### config.mk
export PLATFORM = sky130hd
export DESIGN_NAME = memory_access
export DESIGN_NICKNAME = d
export VERILOG_FILES = /design/src/rtl/riscv_definitions.sv /design/src/rtl/load_store_align.sv /design/src/rtl/memory_access.sv
export SDC_FILE = /design/constraint.sdc
export NUM_CORES = 1
export LEC_CHECK = 0
export ABC_AREA = 1
export BUFFER_PORTS_ARGS = -buffer_cell sky130_fd_sc_hd__buf_2
export CAP_MARGIN = 20
export CORE_ASPECT_RATIO = 1.2
export CORE_MARGIN = 4
export CORE_UTILIZATION = 30
export DETAILED_ROUTE_END_ITERATION = 8
export PLACE_DENSITY = 0.6
export SLEW_MARGIN = 20
export SYNTH_ARGS = -nofsm -noshare
export SYNTH_HDL_FRONTEND = slang
export SYNTH_SLANG_ARGS = --single-unit
### constraint.sdc
create_clock -name clk -period 3.66 [get_ports clk]
set_input_delay 0.366 -clock clk [delete_from_list [all_inputs] [get_ports clk]]
set_output_delay 0.366 -clock clk [all_outputs]
set_load 0.01 [all_outputs]
### src/rtl/riscv_definitions.sv
// riscv_definitions: shared types for the riscv-small pipeline stages.
package riscv_definitions;
    typedef logic [4:0] regAddr_t;
    typedef logic [3:0] byteEnable_t;
    typedef enum logic [2:0] {
        LB  = 3'b000,
        LH  = 3'b001,
        LW  = 3'b010,
        LBU = 3'b100,
        LHU = 3'b101
    } funct3ITypeLOAD_e;
    localparam funct3ITypeLOAD_e SB = LB;
    localparam funct3ITypeLOAD_e SH = LH;
    localparam funct3ITypeLOAD_e SW = LW;
    typedef enum logic {IDLE, WAIT} maState_e;
endpackage

### src/rtl/load_store_align.sv
// load_store_align: store byte-lane/enable generation and load extraction/extension.
// MISALIGN_TRAP_EN flags misaligned accesses; otherwise low address bits are masked.
module load_store_align
    import riscv_definitions::*;
(
    input  funct3ITypeLOAD_e funct3,
    input  logic [1:0]       a,
    input  logic [31:0]      rs2,
    input  logic             ld,
    output byteEnable_t      be,
    output logic [31:0]      wdata,
    output logic [1:0]       off,
    output logic             misaligned,
    input  funct3ITypeLOAD_e ld_funct3,
    input  logic [1:0]       ld_off,
    input  logic [31:0]      rdata,
    output logic [31:0]      ld_data
);
    logic half, word;
    logic [31:0] sh;
    always_comb begin
        half = funct3[1:0] == 2'b01;
        word = funct3[1:0] == 2'b10;
`ifdef MISALIGN_TRAP_EN
        misaligned = (half & a[0]) | (word & |a);
`else
        misaligned = 1'b0;
`endif
        off = word ? 2'b00 : half ? {a[1], 1'b0} : a;
        be = ld ? 4'b1111 : half ? 4'b0011 << {a[1], 1'b0} : word ? 4'b1111 : 4'b0001 << a;
        wdata = half ? {2{rs2[15:0]}} : word ? rs2 : {4{rs2[7:0]}};
        sh = rdata >> {ld_off, 3'b000};
        ld_data = ld_funct3 == LB  ? {{24{sh[7]}}, sh[7:0]} :
                  ld_funct3 == LH  ? {{16{sh[15]}}, sh[15:0]} :
                  ld_funct3 == LBU ? {24'h0, sh[7:0]} :
                  ld_funct3 == LHU ? {16'h0, sh[15:0]} : sh;
    end
endmodule

### src/rtl/memory_access.sv
// memory_access: MA stage running the req/ack data-memory transaction and registering the wb result.
// Build option MISALIGN_TRAP_EN turns misaligned accesses into a bus error instead of masking them.
module memory_access
    import riscv_definitions::*;
#(
    parameter int WAIT_MAX = 255
) (
    input  logic             clk,
    input  logic             rst,
    input  logic             clk_en,
    input  logic [31:0]      alu_ma,
    input  logic [31:0]      rs2_ma,
    input  logic             rd0_wr_en_ma,
    input  logic             data_rd_en_ma,
    input  logic             data_wr_en_ma,
    input  funct3ITypeLOAD_e funct3_ma,
    input  regAddr_t         rd0_addr_ma,
    output logic             data_req,
    output logic             data_we,
    output logic [31:0]      data_addr,
    output byteEnable_t      data_be,
    output logic [31:0]      data_wdata,
    input  logic             data_ack,
    input  logic [31:0]      data_rdata,
    output logic             stall_ma,
    output logic [31:0]      rd0_data_wb,
    output regAddr_t         rd0_addr_wb,
    output logic             rd0_wr_en_wb,
    output logic             bus_err_wb
);
    maState_e state;
    logic [7:0] cnt;
    logic [29:0] lat_addr;
    logic lat_we, lat_rd_wr_en;
    byteEnable_t lat_be, be;
    logic [31:0] lat_wdata, wdata, ld_data;
    funct3ITypeLOAD_e lat_funct3;
    logic [1:0] lat_off, off;
    regAddr_t lat_rd_addr;
    logic access, we, trap, waiting, misaligned;

    load_store_align u_align (
        .funct3(funct3_ma), .a(alu_ma[1:0]), .rs2(rs2_ma), .ld(~we),
        .be(be), .wdata(wdata), .off(off), .misaligned(misaligned),
        .ld_funct3(waiting ? lat_funct3 : funct3_ma), .ld_off(waiting ? lat_off : off),
        .rdata(data_rdata), .ld_data(ld_data)
    );

    // In WAIT the bus is driven purely from the latches so it stays stable until ack
    always_comb begin
        access = data_rd_en_ma | data_wr_en_ma;
        we = data_wr_en_ma & ~data_rd_en_ma;
        trap = access & misaligned;
        waiting = state == WAIT;
        data_req = ~rst & (waiting | (access & clk_en & ~trap));
        data_we = data_req & (waiting ? lat_we : we);
        data_addr = data_req ? {waiting ? lat_addr : alu_ma[31:2], 2'b00} : 32'h0;
        data_be = data_req ? (waiting ? lat_be : be) : 4'h0;
        data_wdata = data_req ? (waiting ? lat_wdata : wdata) : 32'h0;
        stall_ma = ~rst & ~data_ack & (waiting ? cnt < 8'(WAIT_MAX) : access & ~trap);
    end

    always_ff @(posedge clk or posedge rst) begin
        if (rst) begin
            state <= IDLE;
            cnt <= '0;
            lat_addr <= '0;
            lat_we <= 1'b0;
            lat_be <= '0;
            lat_wdata <= '0;
            lat_funct3 <= LB;
            lat_off <= '0;
            lat_rd_addr <= '0;
            lat_rd_wr_en <= 1'b0;
            rd0_data_wb <= '0;
            rd0_addr_wb <= '0;
            rd0_wr_en_wb <= 1'b0;
            bus_err_wb <= 1'b0;
        end else if (clk_en) begin
            rd0_wr_en_wb <= 1'b0;
            bus_err_wb <= 1'b0;
            if (waiting) begin
                cnt <= cnt + 8'd1;
                if (data_ack) begin
                    state <= IDLE;
                    rd0_data_wb <= lat_we ? alu_ma : ld_data;
                    rd0_addr_wb <= lat_rd_addr;
                    rd0_wr_en_wb <= lat_rd_wr_en & ~lat_we;
                end else if (cnt == 8'(WAIT_MAX)) begin
                    state <= IDLE;
                    bus_err_wb <= 1'b1;
                end
            end else if (trap) begin
                bus_err_wb <= 1'b1;
            end else if (access & ~data_ack) begin
                state <= WAIT;
                cnt <= '0;
                lat_addr <= alu_ma[31:2];
                lat_we <= we;
                lat_be <= be;
                lat_wdata <= wdata;
                lat_funct3 <= funct3_ma;
                lat_off <= off;
                lat_rd_addr <= rd0_addr_ma;
                lat_rd_wr_en <= rd0_wr_en_ma;
            end else begin
                rd0_data_wb <= access & ~we ? ld_data : alu_ma;
                rd0_addr_wb <= rd0_addr_ma;
                rd0_wr_en_wb <= rd0_wr_en_ma & ~(access & we);
            end
        end
    end
endmodule
# [Word-level counts from Yosys, hierarchy flattened]
# Cells that the tools add are included.
[classes] addsub=1 shift=3 n_eq_ne=8 n_lt_le_gt_ge=1 bitwise=20 mux=41 n_reduce_logical=5
[op_table] operator="$mux W32" n=14
[op_table] operator="$shr A32 B5 Y32" n=1
[op_table] operator="$mux W30" n=1
[op_table] operator="$mux W4" n=5
[op_table] operator="$mux W8" n=2
[op_table] operator="$mux W5" n=3
[op_table] operator="$mux W1" n=13
[op_table] operator="$and A1 B1 Y1" n=11
[op_table] operator="$add A8 B1 Y8 const B" n=1
[op_table] operator="$eq A8 B8 Y1 const B" n=1
[op_table] operator="$lt A8 B8 Y1 const B" n=1
[op_table] operator="$not A1 Y1" n=7
[op_table] operator="$eq A3 B3 Y1 const B" n=2
[op_table] operator="$reduce_and A3 Y1" n=2
[op_table] operator="$mux W2" n=2
[op_table] operator="$ne A2 B2 Y1 const B" n=2
[op_table] operator="$shl A1 B2 Y4 const A" n=1
[op_table] operator="$shl A2 B2 Y4 const A" n=1
[op_table] operator="$eq A3 B1 Y1 const B" n=1
[op_table] operator="$logic_not A3 Y1" n=1
[op_table] operator="$mux W3" n=1
[op_table] operator="$eq A2 B1 Y1 const B" n=1
[op_table] operator="$eq A2 B2 Y1 const B" n=1
[op_table] operator="$or A1 B1 Y1" n=2
[op_table] operator="other kinds (2)" n=2
[totals] input_bits=111 output_inout_bits=110 reg_bits=126 elab_cells=93

# [Longest topological paths before layout]
# Gate-level depths: netlist (run 1).
[logic_depth] ltp_word=12 mapped_depth=15 ltp_nobuf=13

# [Hierarchy]
# From an unflattened synthesis (run 1), not the netlist that was laid out.
[hier_totals] hier_cells=1212 hier_area_um2=7967.6
[modules_own_cells] module="memory_access" area_per_inst_um2=6571.3 cells_per_inst=912 n_inst=1 seq_area_each_um2=3153.0
[modules_own_cells] module="load_store_align" area_per_inst_um2=1396.3 cells_per_inst=300 n_inst=1 seq_area_each_um2=0.0

# [Least setup slack after synthesis (run 1)]
# No wires, ideal clock.
[synth_path] path_type="register -> output" startpoint="reg state" endpoint="out data_wdata[22]" arrival_ns=1.693 path_buffers=5 slack_ns=1.601 path_stages_with_launch=8 required_time_ns=3.294 path_cell_list="dfrtp_1 -> buf_4 -> buf_6 -> buf_2 -> clkbuf_1 -> clkbuf_1 -> nor2_1 -> a211oi_1"
[synth_via] elab_chain_len=3 word_cells_on_any_way=4 cone_classes="mux (2); bitwise (2)"
[synth_lines] element="start: declaration" line_no="memory_access.sv:31" source="maState_e state;"
[synth_lines] element="start signal: assignment" line_no="memory_access.sv:65" source="state <= IDLE;"
[synth_lines] element="start signal: assignment" line_no="memory_access.sv:85" source="state <= IDLE;"
[synth_lines] element="start signal: assignment" line_no="memory_access.sv:90" source="state <= IDLE;"
[synth_lines] element="$or A1 B1 Y1" line_no="memory_access.sv:55" source="data_req = ~rst & (waiting | (access & clk_en & ~trap));"
[synth_lines] element="$and A1 B1 Y1" line_no="memory_access.sv:55"
[synth_lines] element="$mux W32 *" line_no="memory_access.sv:59" source="data_wdata = data_req ? (waiting ? lat_wdata : wdata) : 32'h0;"
[synth_lines] element="end: declaration" line_no="memory_access.sv:22" source="output logic [31:0] data_wdata,"
# Mark *: on every way between the ends. The rest lies on a longest branch, timed or not.

# [Worst setup path after layout (run 1)]
[layout_path] startpoint="reg state" endpoint="out data_we"
[layout_via] elab_chain_len=3 word_cells_on_any_way=4 cone_classes="mux (1); bitwise (3)"
[layout_lines] element="$or A1 B1 Y1" line_no="memory_access.sv:55"
[layout_lines] element="$and A1 B1 Y1" line_no="memory_access.sv:55"
[layout_lines] element="$and A1 B1 Y1 *" line_no="memory_access.sv:56" source="data_we = data_req & (waiting ? lat_we : we);"
[layout_lines] element="end: declaration" line_no="memory_access.sv:19" source="output logic data_we,"
# Marks and branches as above.

==> impl_metrics.toml, run 1 <==
[outcome]
outcome = "finished, final reports clean"

[setup_path]
cpPeakStageDelay_ps = 630
cp.arrival_ps = 2680
path_common_cell = "buf_4"
worstSetupPathType = "flip-flop to primary output"
critPathCaptureType = "primary output"
startpoint_type = "flip-flop"
crit_slowest_cell = "buf_4"
worstPathMaxFanout = 76
path_cells = "buf_4 -> nand2_1 -> clkinv_1 -> buf_4 -> o21a_1 -> buf_2"
cp.required_ps = 3290

[logic_synthesis]
yosys-top-cells-area = "dfrtp_1 40%, nand2_1 15%, o21ai_0 10%"
yosysWarnings = 0
yosysTopAreaCell = "dfrtp_1"
synth-seq-area-share_pct = 40.2
ys.flop_type = "dfrtp_1"
synth_common_cells = "319 x nand2_1, 158 x o21ai_0, 144 x nor2_1"
synth.cell_area_um2 = 7850
synth_top_area_share_pct = 40.2
synth-seq-cells = 126
synthArstFlopShare_pct = 100
synth_edf_count = 0
yosysUniqueCellTypes = 41
synth_most_common_cell = "nand2_1"
syn_inst = 1166
syn_area_per_cell_um2 = 6.73

[route]
viasPerCell = 5.03
via_count = 8470
first_pass_iters = 6
drc_errors = 0
wirelength_um = 28600
ant_nets = 0
dr.first_iter.drc_count = 577
wl_per_cell_um = 17.0

[timing]
maxSlewHeadroom_pct = 48.3
setup_violations = 0
setup_slack_ps = 611
finalCritPeriodShare_pct = 83.3
clock.fmax_mhz = 328
tightest_slew_ps = 776
period_needed_ps = 3050
fin_worst_skew_ps = 10.8
slew_viol_final = 0
rsz0062_at_grt = "false"
setup_tns_ps = 0
finalHoldViolCount = 0

[power_and_ir_drop]
powerDensity_nw_per_um2 = 540
vdd_drop_max_uv = 301
power_w = 0.00528
p_leak_nw = 5.19

[die]
row_count = 64
start_util_pct = 30.6
fp.dieH_um = 185
ios = 221
fp.dieW_um = 156
dieArea_um2 = 28800
core_um2 = 25600

[cells_and_area]
final_cells = 1685
nFillCells = 2741
multi_input_area_um2 = 3880
final_nets = 1454
layout-drive-gt1-share_pct = 22.0
area.sequential_um2 = 3160
diodes = 0
area_delta_synth_final_pct = 24.5

[cts]
clkLatencyLatePin_ps = 420
cts.clk_slew.worst_paths_ps = 60
cts_made_buffers = 17
cts_max_path_buffers = 2
htree_levels = 4
clock-sinks = 126
cts_tree = "done"
root_buffer = "clkbuf_16"

[placed_design]
place.gp.congestion = 0.885
dp.final_hpwl_um = 20900
place_ws_ps = 1050
io_buffer_count = 218
placed_cells_incl_taps = 1652

[global_route]
grt_max_degree = 105
grt_pass1_wl_um = 43800
grt_pass1_vias = 7916
antenna_found_initial = 0
overflow = 0
grt_usage_pct = 19.3

[job]
cap_violations = 0

[min_path]
min-delay-path-class = "input port to flip-flop"
==> final timing paths <==
| check | from | to | slack [ps] | depth (start not counted) |
|---|---|---|---|---|
| min reg2reg | cnt[7] | cnt[7] | 460 | 1 |
| max reg2reg | state | rd0_data_wb[13] | 1060 | 8 |
| min in group asynchronous | rst | lat_wdata[26] | 500 | 3 |
| max in group asynchronous | rst | lat_rd_addr[3] | 2330 | 4 |
| min | rd0_addr_ma[1] | lat_rd_addr[1] | 170 | 3 |
| max | state | data_we | 610 | 6 |
==> report_power, final <==
| group | leakage [nW] | internal (W) | switching, W |
|---|---|---|---|
| registers | 1.53 | 0.00172 | 0.000187 |
| logic | 3.37 | 0.000557 | 0.00107 |
| clock network | 0.288 | 0.00105 | 0.000701 |
| total | 5.19 | 0.00333 | 0.00195 |
==> stage by stage <==
stage	area (µm²)	utilization [%]	hold WS [ps]
2_1_floorplan	7860	-	434
3_3_place_gp	9160	35.7	411
3_5_place_dp	9160	35.7	410
4_1_cts	9770	38.1	152
5_1_grt	9770	38.1	169
6_report	9770	38.1	168
==> final cells by class <==
cell class	instances	area share [%]
Inverter	129	4.99
Timing Repair Buffer	233	12.6
Multi-Input combinational cell	835	39.7
Sequential cell	126	32.3
Tap cell	330	4.22
Clock buffer	19	4.63
Clock inverter	13	1.56
==> state kept, by name (all words and copies together) (netlist names) <==
signal	flops
lat_off	2
cnt	8
lat_funct3	3
lat_rd_addr	5
lat_addr	30
lat_we	1
bus_err_wb	1
state	1
rd0_data_wb	32
rd0_addr_wb	5
rd0_wr_en_wb	1
lat_be	4
lat_rd_wr_en	1
lat_wdata	32
==> critical path, delay by kind of cell, from the launching register on <==
kind	cells	cell delay (ps)
compound gates	1	180
buf+inv	4	1220
flops	1	530
simple gates	1	300
==> cells by family (layout without fill, tap and decap cells) <==
logic type | Yosys count | in the layout | synth area share (%)
other | 1 | 2 | 0.0478
adder cells (fa/ha/maj) | 1 | 1 | 0.159
flip-flops | 126 | 126 | 40.2
AND/OR/NAND/NOR | 501 | 501 | 25.1
buffers and inverters | 206 | 394 | 10.6
AO/OA/AOI/OAI | 331 | 331 | 24.0
==> cells in the final DEF (no fill, tap or decap), types with 2 or more instances in the layout <==
cell type / count
inv_1: 120
nor2_2: 2
buf_2: 218
o21ai_0: 158
a21oi_2: 12
clkbuf_16: 17
a21oi_1: 88
nor2_1: 143
clkinv_1: 2
buf_4: 12
inv_6: 6
clkinv_4: 2
inv_2: 6
a221oi_1: 17
or2_2: 4
nand2_2: 4
o21ai_1: 4
nor3_1: 3
nand3_1: 16
o211ai_1: 16
o21a_1: 2
clkbuf_8: 2
a211oi_1: 3
nand4_1: 4
a31oi_1: 16
o22ai_1: 4
bufinv_16: 2
buf_12: 2
a21boi_0: 6
clkinvlp_4: 4
nand2_1: 318
dfrtp_1: 125
conb_1: 2
==> repair_timing <==
item	CTS	global route
hold buffers	1	0
buffers inserted	0	0
hold endpoints to repair	13	0
resized for setup	0	0
==> layer usage <==
| metal | GRT usage [%] | part of all wire, % | vias to the layer above |
|---|---|---|---|
| met2 | 31.1 | 46 | 373 |
| met5 | 0 | 0 | - |
| li1 | - | - | 4131 |
| met4 | 7.39 | 3.1 | 0 |
| met1 | 25.8 | 43 | 3915 |
| met3 | 3.65 | 7.4 | 51 |
Power figures use the tool's default switching activity.
==> run 2: changes to the inputs <==
Clock period 3.66 ns to 2.7 ns, I/O delays scaled along.
==> impl_metrics.toml, run 2 (same netlist as run 1, synthesis figures left out) <==
[die]
core_um2 = 25600
dieArea_um2 = 28800
fp.dieH_um = 185
fp.dieW_um = 156
start_util_pct = 30.6
ios = 221
row_count = 64

[cells_and_area]
area_delta_synth_final_pct = 26.8
layout_common_cells = "316 x nand2_1, 218 x buf_2, 158 x o21ai_0"
area.sequential_um2 = 3160
multi_input_area_um2 = 3900
top_regs = "lat_wdata: 32 flops, rd0_data_wb: 32 flops, lat_addr: 30 flops"
nFillCells = 2726
final_common_cell = "nand2_1"
layout-drive-gt1-share_pct = 23.1
final_nets = 1469

[outcome]
outcome = "finished, final reports clean"

[cts]
htree_levels = 4
cts-hold-fix-buffers = 0
cts_made_buffers = 17
postCtsSetupBuffers = 0
clkLatencyLatePin_ps = 430
root_buffer = "clkbuf_16"
cts_max_path_buffers = 2
clock-sinks = 126
cts.clk_slew.worst_paths_ps = 60
cts_tree = "done"

[setup_path]
timing.rr.end = "rd0_data_wb[28]"
startpoint_type = "flip-flop"
cp.arrival_ps = 2270
path_depth = 4
endpoint = "data_be[1]"
path_cells = "buf_4 -> nor2_1 -> a221oi_1 -> buf_2"
r2r-start = "state"
critical_path.startpoint = "state"
path_buf_inv = 2
worstSetupPathType = "flip-flop to primary output"
critPathCaptureType = "primary output"
ff2ff_setup_slack_ps = 270
worstPathMaxFanout = 66
r2r_cells = 12
cp.required_ps = 2430
cp_top_family = "buffers and inverters"
cpPeakStageDelay_ps = 530
crit_slowest_cell = "buf_4"

[job]
cap_violations = 0

[power_and_ir_drop]
p_leak_nw = 5.27
vdd_drop_max_uv = 313
power_w = 0.00725
powerDensity_nw_per_um2 = 728

[timing]
slew_viol_final = 0
tightest_slew_ps = 801
finalHoldViolCount = 0
fin_worst_skew_ps = 8.77
maxSlewHeadroom_pct = 46.5
setup_violations = 0
rsz0062_at_grt = "false"
clock.fmax_mhz = 394
setup_tns_ps = 0
finalCritPeriodShare_pct = 94.0
period_needed_ps = 2540

[global_route]
antenna_found_initial = 2
grt_max_degree = 103
grt_pass1_vias = 8100
grt_pass1_wl_um = 43700
overflow = 0
grt_usage_pct = 19.3

[route]
drc_errors = 0
via_count = 8574
wl_per_cell_um = 16.8
first_pass_iters = 5
viasPerCell = 5.04
wirelength_um = 28700
dr.first_iter.drc_count = 603
ant_nets = 0

[min_path]
min-delay-path-class = "input port to asynchronous set/reset pin"

[placed_design]
io_buffer_count = 218
place.gp.congestion = 0.896
dp.final_hpwl_um = 21300
-- run 2: cell count changes in the layout (fill, tap and decap cells not counted), moves of 2 or more --
cell and delta:
buf_4 +10, clkbuf_8 -2, buf_12 +2, clkinvlp_4 +3, buf_6 +2, nand2_1 -2
diode_2 +2
-- run 2: stage by stage --
stage | area [µm²] | hold slack (ps) | worst slack (ps) | util [%] | cells
after floorplan | 7860 | 366 | 737 | - | 1167
after global placement | 9300 | 447 | 336 | 36.3 | 1667
after detailed placement | 9300 | 459 | 305 | 36.3 | 1667
after CTS | 9920 | 46.2 | 42.1 | 38.7 | 1699
after global routing | 9960 | 81.2 | 9.05 | 38.9 | 1702
final | 9960 | 24.4 | 162 | 38.9 | 1702
-- run 2: worst min-delay path by stage --
stage | slack (ps) | cells past startpoint | from | endpoint
after floorplan | 370 | 1 | data_ack | bus_err_wb
final | 20 | 2 | rst | cnt[7]
after global routing | 80 | 3 | rd0_addr_ma[1] | lat_rd_addr[1]
after detailed placement | 460 | 2 | lat_addr[4] | lat_addr[4]
after global placement | 450 | 1 | cnt[7] | cnt[7]
after CTS | 50 | 2 | rst | cnt[2]
-- run 2: layout make-up --
class / instances / area share [%]
diodes: 2 / 0.0503
clock buffers: 18 / 4.31
clock inverters: 14 / 1.82
inverters: 129 / 4.94
multi-input cells: 835 / 39.2
flip-flops and latches: 126 / 31.7
well taps: 330 / 4.15
repair buffers: 247 / 13.8
repair inverters: 1 / 0.0754
-- run 2: worst reg2reg max path, delay by kind of cell (launching register included) --
kind / cells / cell delay [ps]
simple gates: 7 / 1080
flops: 1 / 520
buf+inv: 2 / 400
compound gates: 3 / 370
-- run 2: power by group --
group	leakage, nW	switching, W	internal, W
clock network	0.285	0.000950	0.00147
logic	3.45	0.00146	0.000799
registers	1.53	0.000247	0.00233
-- run 2: what timing repair did --
action / 4_1_cts / 5_1_grt
setup endpoints to repair: 53 / 31
gates cloned: 0 / 1
resized for setup: 2 / 8
-- run 2: per-layer routing --
layer  vias up  wire length (µm)  global-route usage [%]
li1       4154                 -                       -
met1      3952             12000                    25.3
met2       419             13500                    31.8
met3        49              2340                    3.65
met4         0               756                    7.11
met5         -                 0                       0
